**src/rtl/cmp_pkg.sv**
```systemverilog
// Shared types and helpers for the sequential magnitude comparator.
// Holds the FSM state encoding, one-hot result codes and cascade resolution.
package cmp_pkg;

    typedef enum logic [1:0] {
        StIdle = 2'd0,
        StScan = 2'd1,
        StDone = 2'd2
    } state_e;

    // Result bits are ordered {gt, eq, lt} to match the agtb/aeqb/altb outputs.
    typedef enum logic [2:0] {
        ResNone = 3'b000,
        ResGt   = 3'b100,
        ResEq   = 3'b010,
        ResLt   = 3'b001
    } res_e;

    // Cascade priority: gt over lt over eq; nothing asserted resolves to equal.
    function automatic res_e resolve_cascade(input logic gt, input logic eq, input logic lt);
        res_e r;
        r = ResEq;
        if (eq) r = ResEq;
        if (lt) r = ResLt;
        if (gt) r = ResGt;
        return r;
    endfunction

endpackage

```
**src/rtl/cmp_slice.sv**
```systemverilog
// Combinational unsigned compare of one SLICE-bit slice.
// Exactly one of gt/eq/lt is asserted for any input pair.
module cmp_slice #(
    parameter int unsigned SLICE = 4
) (
    input  logic [SLICE-1:0] x_i,
    input  logic [SLICE-1:0] y_i,
    output logic             gt_o,
    output logic             eq_o,
    output logic             lt_o
);

    always_comb begin
        gt_o = 1'b0;
        eq_o = 1'b0;
        lt_o = 1'b0;
        if (x_i > y_i) begin
            gt_o = 1'b1;
        end else if (x_i < y_i) begin
            lt_o = 1'b1;
        end else begin
            eq_o = 1'b1;
        end
    end

endmodule

```
**src/rtl/seq_magnitude_comparator.sv**
```systemverilog
// Multi-cycle unsigned magnitude comparator: scans MSB-first one slice per cycle,
// stops on the first unequal slice, and resolves full equality from the cascade inputs.
module seq_magnitude_comparator
    import cmp_pkg::*;
#(
    parameter int unsigned WIDTH = 32,
    parameter int unsigned SLICE = 4
) (
    input  logic             clk,
    input  logic             rst,
    input  logic             start_i,
    input  logic [WIDTH-1:0] a_i,
    input  logic [WIDTH-1:0] b_i,
    input  logic             cin_gt_i,
    input  logic             cin_eq_i,
    input  logic             cin_lt_i,
    output logic             busy_o,
    output logic             done_o,
    output logic             agtb_o,
    output logic             aeqb_o,
    output logic             altb_o,
    output logic             par_a_o,
    output logic             zero_a_o,
    output logic             ones_a_o
);

    localparam int unsigned NSL  = WIDTH / SLICE;
    localparam int unsigned IdxW = (NSL > 1) ? $clog2(NSL) : 1;
    localparam logic [IdxW-1:0] IdxTop = IdxW'(NSL - 1);

    state_e                      state_q;
    logic [NSL-1:0][SLICE-1:0]   a_q;
    logic [NSL-1:0][SLICE-1:0]   b_q;
    logic [2:0]                  cin_q;
    logic [IdxW-1:0]             idx_q;
    logic [2:0]                  res_q;
    logic                        busy_q;
    logic                        done_q;
    logic                        par_q;
    logic                        zero_q;
    logic                        ones_q;

    logic [SLICE-1:0] sl_a;
    logic [SLICE-1:0] sl_b;
    logic             sl_gt;
    logic             sl_eq;
    logic             sl_lt;

    always_comb begin
        sl_a = a_q[idx_q];
        sl_b = b_q[idx_q];
    end

    cmp_slice #(
        .SLICE (SLICE)
    ) u_cmp_slice (
        .x_i  (sl_a),
        .y_i  (sl_b),
        .gt_o (sl_gt),
        .eq_o (sl_eq),
        .lt_o (sl_lt)
    );

    always_ff @(posedge clk or posedge rst) begin
        if (rst) begin
            state_q <= StIdle;
            a_q     <= '0;
            b_q     <= '0;
            cin_q   <= 3'b000;
            idx_q   <= IdxTop;
            res_q   <= ResNone;
            busy_q  <= 1'b0;
            done_q  <= 1'b0;
            par_q   <= 1'b0;
            zero_q  <= 1'b0;
            ones_q  <= 1'b0;
        end else begin
            unique case (state_q)
                StIdle, StDone: begin
                    done_q <= 1'b0;
                    if (start_i) begin
                        a_q     <= a_i;
                        b_q     <= b_i;
                        cin_q   <= {cin_gt_i, cin_eq_i, cin_lt_i};
                        idx_q   <= IdxTop;
                        par_q   <= ^a_i;
                        zero_q  <= ~|a_i;
                        ones_q  <= &a_i;
                        busy_q  <= 1'b1;
                        state_q <= StScan;
                    end else begin
                        state_q <= StIdle;
                    end
                end
                StScan: begin
                    // start is deliberately not looked at here: in-flight ops are never disturbed.
                    if (!sl_eq) begin
                        res_q   <= sl_gt ? ResGt : ResLt;
                        busy_q  <= 1'b0;
                        done_q  <= 1'b1;
                        state_q <= StDone;
                    end else if (idx_q == '0) begin
                        res_q   <= resolve_cascade(cin_q[2], cin_q[1], cin_q[0]);
                        busy_q  <= 1'b0;
                        done_q  <= 1'b1;
                        state_q <= StDone;
                    end else begin
                        idx_q <= idx_q - IdxW'(1);
                    end
                end
                default: begin
                    busy_q  <= 1'b0;
                    done_q  <= 1'b0;
                    state_q <= StIdle;
                end
            endcase
        end
    end

    // sl_lt is implied by !sl_gt on an unequal slice; kept for symmetry of the slice unit.
    logic unused_lt;
    assign unused_lt = sl_lt;

    assign busy_o   = busy_q;
    assign done_o   = done_q;
    assign agtb_o   = res_q[2];
    assign aeqb_o   = res_q[1];
    assign altb_o   = res_q[0];
    assign par_a_o  = par_q;
    assign zero_a_o = zero_q;
    assign ones_a_o = ones_q;

endmodule

```
**config.mk**
```make
export PLATFORM = sky130hd
export DESIGN_NAME = seq_magnitude_comparator
export DESIGN_NICKNAME = d
export VERILOG_FILES = /design/src/rtl/cmp_pkg.sv /design/src/rtl/cmp_slice.sv /design/src/rtl/seq_magnitude_comparator.sv
export SDC_FILE = /design/constraint.sdc
export NUM_CORES = 1
export LEC_CHECK = 0
export BUFFER_PORTS_ARGS = -buffer_cell sky130_fd_sc_hd__buf_2
export CORE_ASPECT_RATIO = 1.75
export CORE_MARGIN = 10
export CORE_UTILIZATION = 56
export DETAILED_ROUTE_END_ITERATION = 7
export MAX_ROUTING_LAYER = met4
export PLACE_DENSITY = 0.8
export SLEW_MARGIN = 15
export SYNTH_ARGS = -nofsm -noshare
export SYNTH_HDL_FRONTEND = slang
export SYNTH_SLANG_ARGS = --single-unit
```
**constraint.sdc**
```tcl
create_clock -name clk -period 3.2 [get_ports clk]
set_input_delay 0.32 -clock clk [delete_from_list [all_inputs] [get_ports clk]]
set_output_delay 0.32 -clock clk [all_outputs]
set_load 0.1 [all_outputs]
```
==> qor.yml <==
syn2layout_area_growth_pct: 18.81
track_usage_pct: 18.26
grt_max_degree: 43
yosys_warnings: 0
cts.sinks: 78
antennaDiodeCount: 0
hold_path_class: "primary input to async pin"
top_usage_layer: "met2"
async_flop_share_pct: 100.0
synth_ff_type: "dfrtp_1"
synth.cell_area_um2: 4263
crit_path_max_fanout: 16
r2r_start: "idx_q[0]"
peakVddDrop_uv: 514.6
power.share.sequential_pct: 37.8
cellLeakagePower_nw: 2.757
swShare_pct: 35.90
num_vias: 3257
crit_path_start_kind: "flip-flop"
cts_setup_buffers: 0
drcViolationCount: 0
critPathKind: "flip-flop to flip-flop"
first_global_vias: 3466
rr_worst_depth: 9
use_met3_pct: 3.434
final_nets: 609
root_buffer: "clkbuf_16"
ant_nets: 0
core_um2: 7515
drive_above_1_share_pct: 23.12
timing.final.crit_period_ns: 3.017
via_per_inst: 5.483
antenna_found_initial: 0
clkPwrFrac_pct: 26.8
dp_hpwl_um: 7470
setup_tns_ns: 0
drt_iter0_drc: 227
status: "finished, final reports clean"
grt_util_met1_pct: 17.60
htreeDepth: 3
ys_types: 34
die_area_um2: 11640
syn_avg_cell_area_um2: 9.914
powerDensity_nw_per_um2: 864.9
hold_violations: 0
fin_crit_sh_pct: 94.29
max_freq_mhz: 331.4
grt_pass1_wl_um: 15970
timing.max_slew.rel_slack_pct: 41.49
ys_seq_elements: 78
cp.arrival_ns: 3.29
numCtsBuffers: 9
p_comb_share_pct: 35.4
r2r_end: "res_q[1]"
avgRoutedWirePerCell_um: 16.45
synth-seq-area-share_pct: 45.88
die_h_um: 135.4
finalMaxSlewViolations: 0
cp.required_ns: 3.47
syn_nets: 538
die_w_um: 85.96
place_inst: 578
num_rows: 42
ios: 78
drt_wl_total_um: 9770
internal_power_mw: 2.808
crit_start: "idx_q[0]"
firstDrtPassIters: 4
use_met2_pct: 32.32
skew_ns: 0.002163
cts_hold_buf: 0
instances_no_fill: 594
setup_viol: 0
cts_tree: "yes"
p_switching_mw: 1.573
cts_buffer_depth: 2
gp_congestion: 0.8406
io_buffers: 76
start_util_pct: 56.73
clk_latency_ns: 0.34
clk_pin_slew_ns: 0.06
netlist_instances: 430
overflow: 0
post_cts_resize_count: 0
grt_setup_unrepaired: "false"
worstSetupEndpointType: "flip-flop"
max_cap_viol_count: 0
r2r_slack_ns: 0.18
fin_area_um2: 5065
dpl_cell_area_um2: 4717
tightest_slew_ns: 0.8763
synth_edf_count: 0
==> per-layer routing <==
metal	wire, µm	up-vias
met1	3516	1583
met4	374	0
met2	5478	97
met3	401	22
met5	0	-
li1	-	1555
==> layout by cell type, fill, tap and decap left out, types with 3 or more instances in the layout <==
cell type / instances
inv_1: 36
xnor2_1: 13
nand2_1: 141
bufinv_16: 3
a21oi_1: 5
mux2i_1: 4
mux2_2: 4
nand4_1: 9
buf_4: 3
clkbuf_16: 9
nor2_1: 6
ha_1: 38
mux4_1: 10
mux4_2: 6
buf_2: 76
dfrtp_1: 75
or4_1: 3
dfstp_2: 3
o21ai_0: 35
==> registers in the layout (all words and copies together) (netlist names) <==
register	cells
ones_a_o	1
par_a_o	1
state_q	1
zero_a_o	1
b_q	32
res_q	3
a_q	32
cin_q	2
done_o	1
busy_o	1
idx_q	3
==> logic make-up after synthesis <==
logic type / after synthesis / synth area share (%)
simple gates: 168 / 16.14
flops: 78 / 45.88
fa+ha+maj: 38 / 11.15
mux: 24 / 11.33
buf+inv: 58 / 5.694
xor+xnor: 15 / 3.082
compound gates: 49 / 6.722
==> synth_stat cells (3+ instances only) <==
master    count  area [µm²]
a21oi_1       5       25.02
buf_2         7       35.03
clkbuf_1     11       41.29
dfrtp_1      75        1877
dfstp_2       3       78.83
ha_1         38       475.5
inv_1        37       138.9
mux2_2        4       45.04
mux2i_1       4       40.04
mux4_1       10       262.8
mux4_2        6       135.1
nand2_1     141       529.3
nand2b_1      3       18.77
nand4_1       9       56.30
nor2_1        6       22.52
o21ai_0      35       175.2
or4_1         3       22.52
xnor2_1      13       113.9
==> metrics by stage <==
| step | worst slack (ns) | util [%] | total power, mW | hold WS, ns |
|---|---|---|---|---|
| floorplan | 0.4698 | - | 2.813 | 0.4254 |
| global placement | 0.2668 | 62.77 | 3.114 | 0.4512 |
| detailed placement | 0.2032 | 62.77 | 3.202 | 0.4544 |
| CTS | 0.1642 | 67.40 | 4.407 | 0.1589 |
| global route | 0.01765 | 67.40 | 4.654 | 0.1778 |
| finish | 0.1826 | 67.40 | 4.381 | 0.1597 |
==> area by class of cell <==
class                      instances  area [µm²]
sequential                        78        1956
tap                               88       110.1
inverter                          37       138.9
multi-input combinational        294        2069
timing repair buffer              81       442.9
clock inverter                     6       108.9
clock buffer                      10       239.0
fill                             589        2450
==> power by group through the flow <==
stage          sequential (mW)  combinational, mW  clock [mW]
6_report                  1.66               1.55        1.18
4_1_cts                   1.66               1.56        1.19
5_1_grt                   1.71               1.72        1.23
2_1_floorplan             1.81               1.01           0
3_3_place_gp              1.64               1.47           0
3_5_place_dp              1.66               1.54           0
==> worst max-delay path: stages (launching register included) <==
cell and delay, ns:
dfstp_2 0.59, buf_12 0.18, mux4_2 0.52, mux2_2 0.28
ha_1 0.34, a21oi_2 0.19, a31o_4 0.22, o21ai_4 0.08
or4_1 0.41, o21ai_1 0.12
==> how the worst max path moves through the flow <==
stage               depth (start not counted)  slack [ns]        to
floorplan                                  10        0.47  res_q[1]
global placement                            9        0.27  res_q[1]
detailed placement                          9        0.20  res_q[0]
CTS                                         9        0.16  res_q[1]
global route                                9        0.02  res_q[1]
finish                                      9        0.18  res_q[1]
Note: power is estimated with default switching activity, not from simulation.
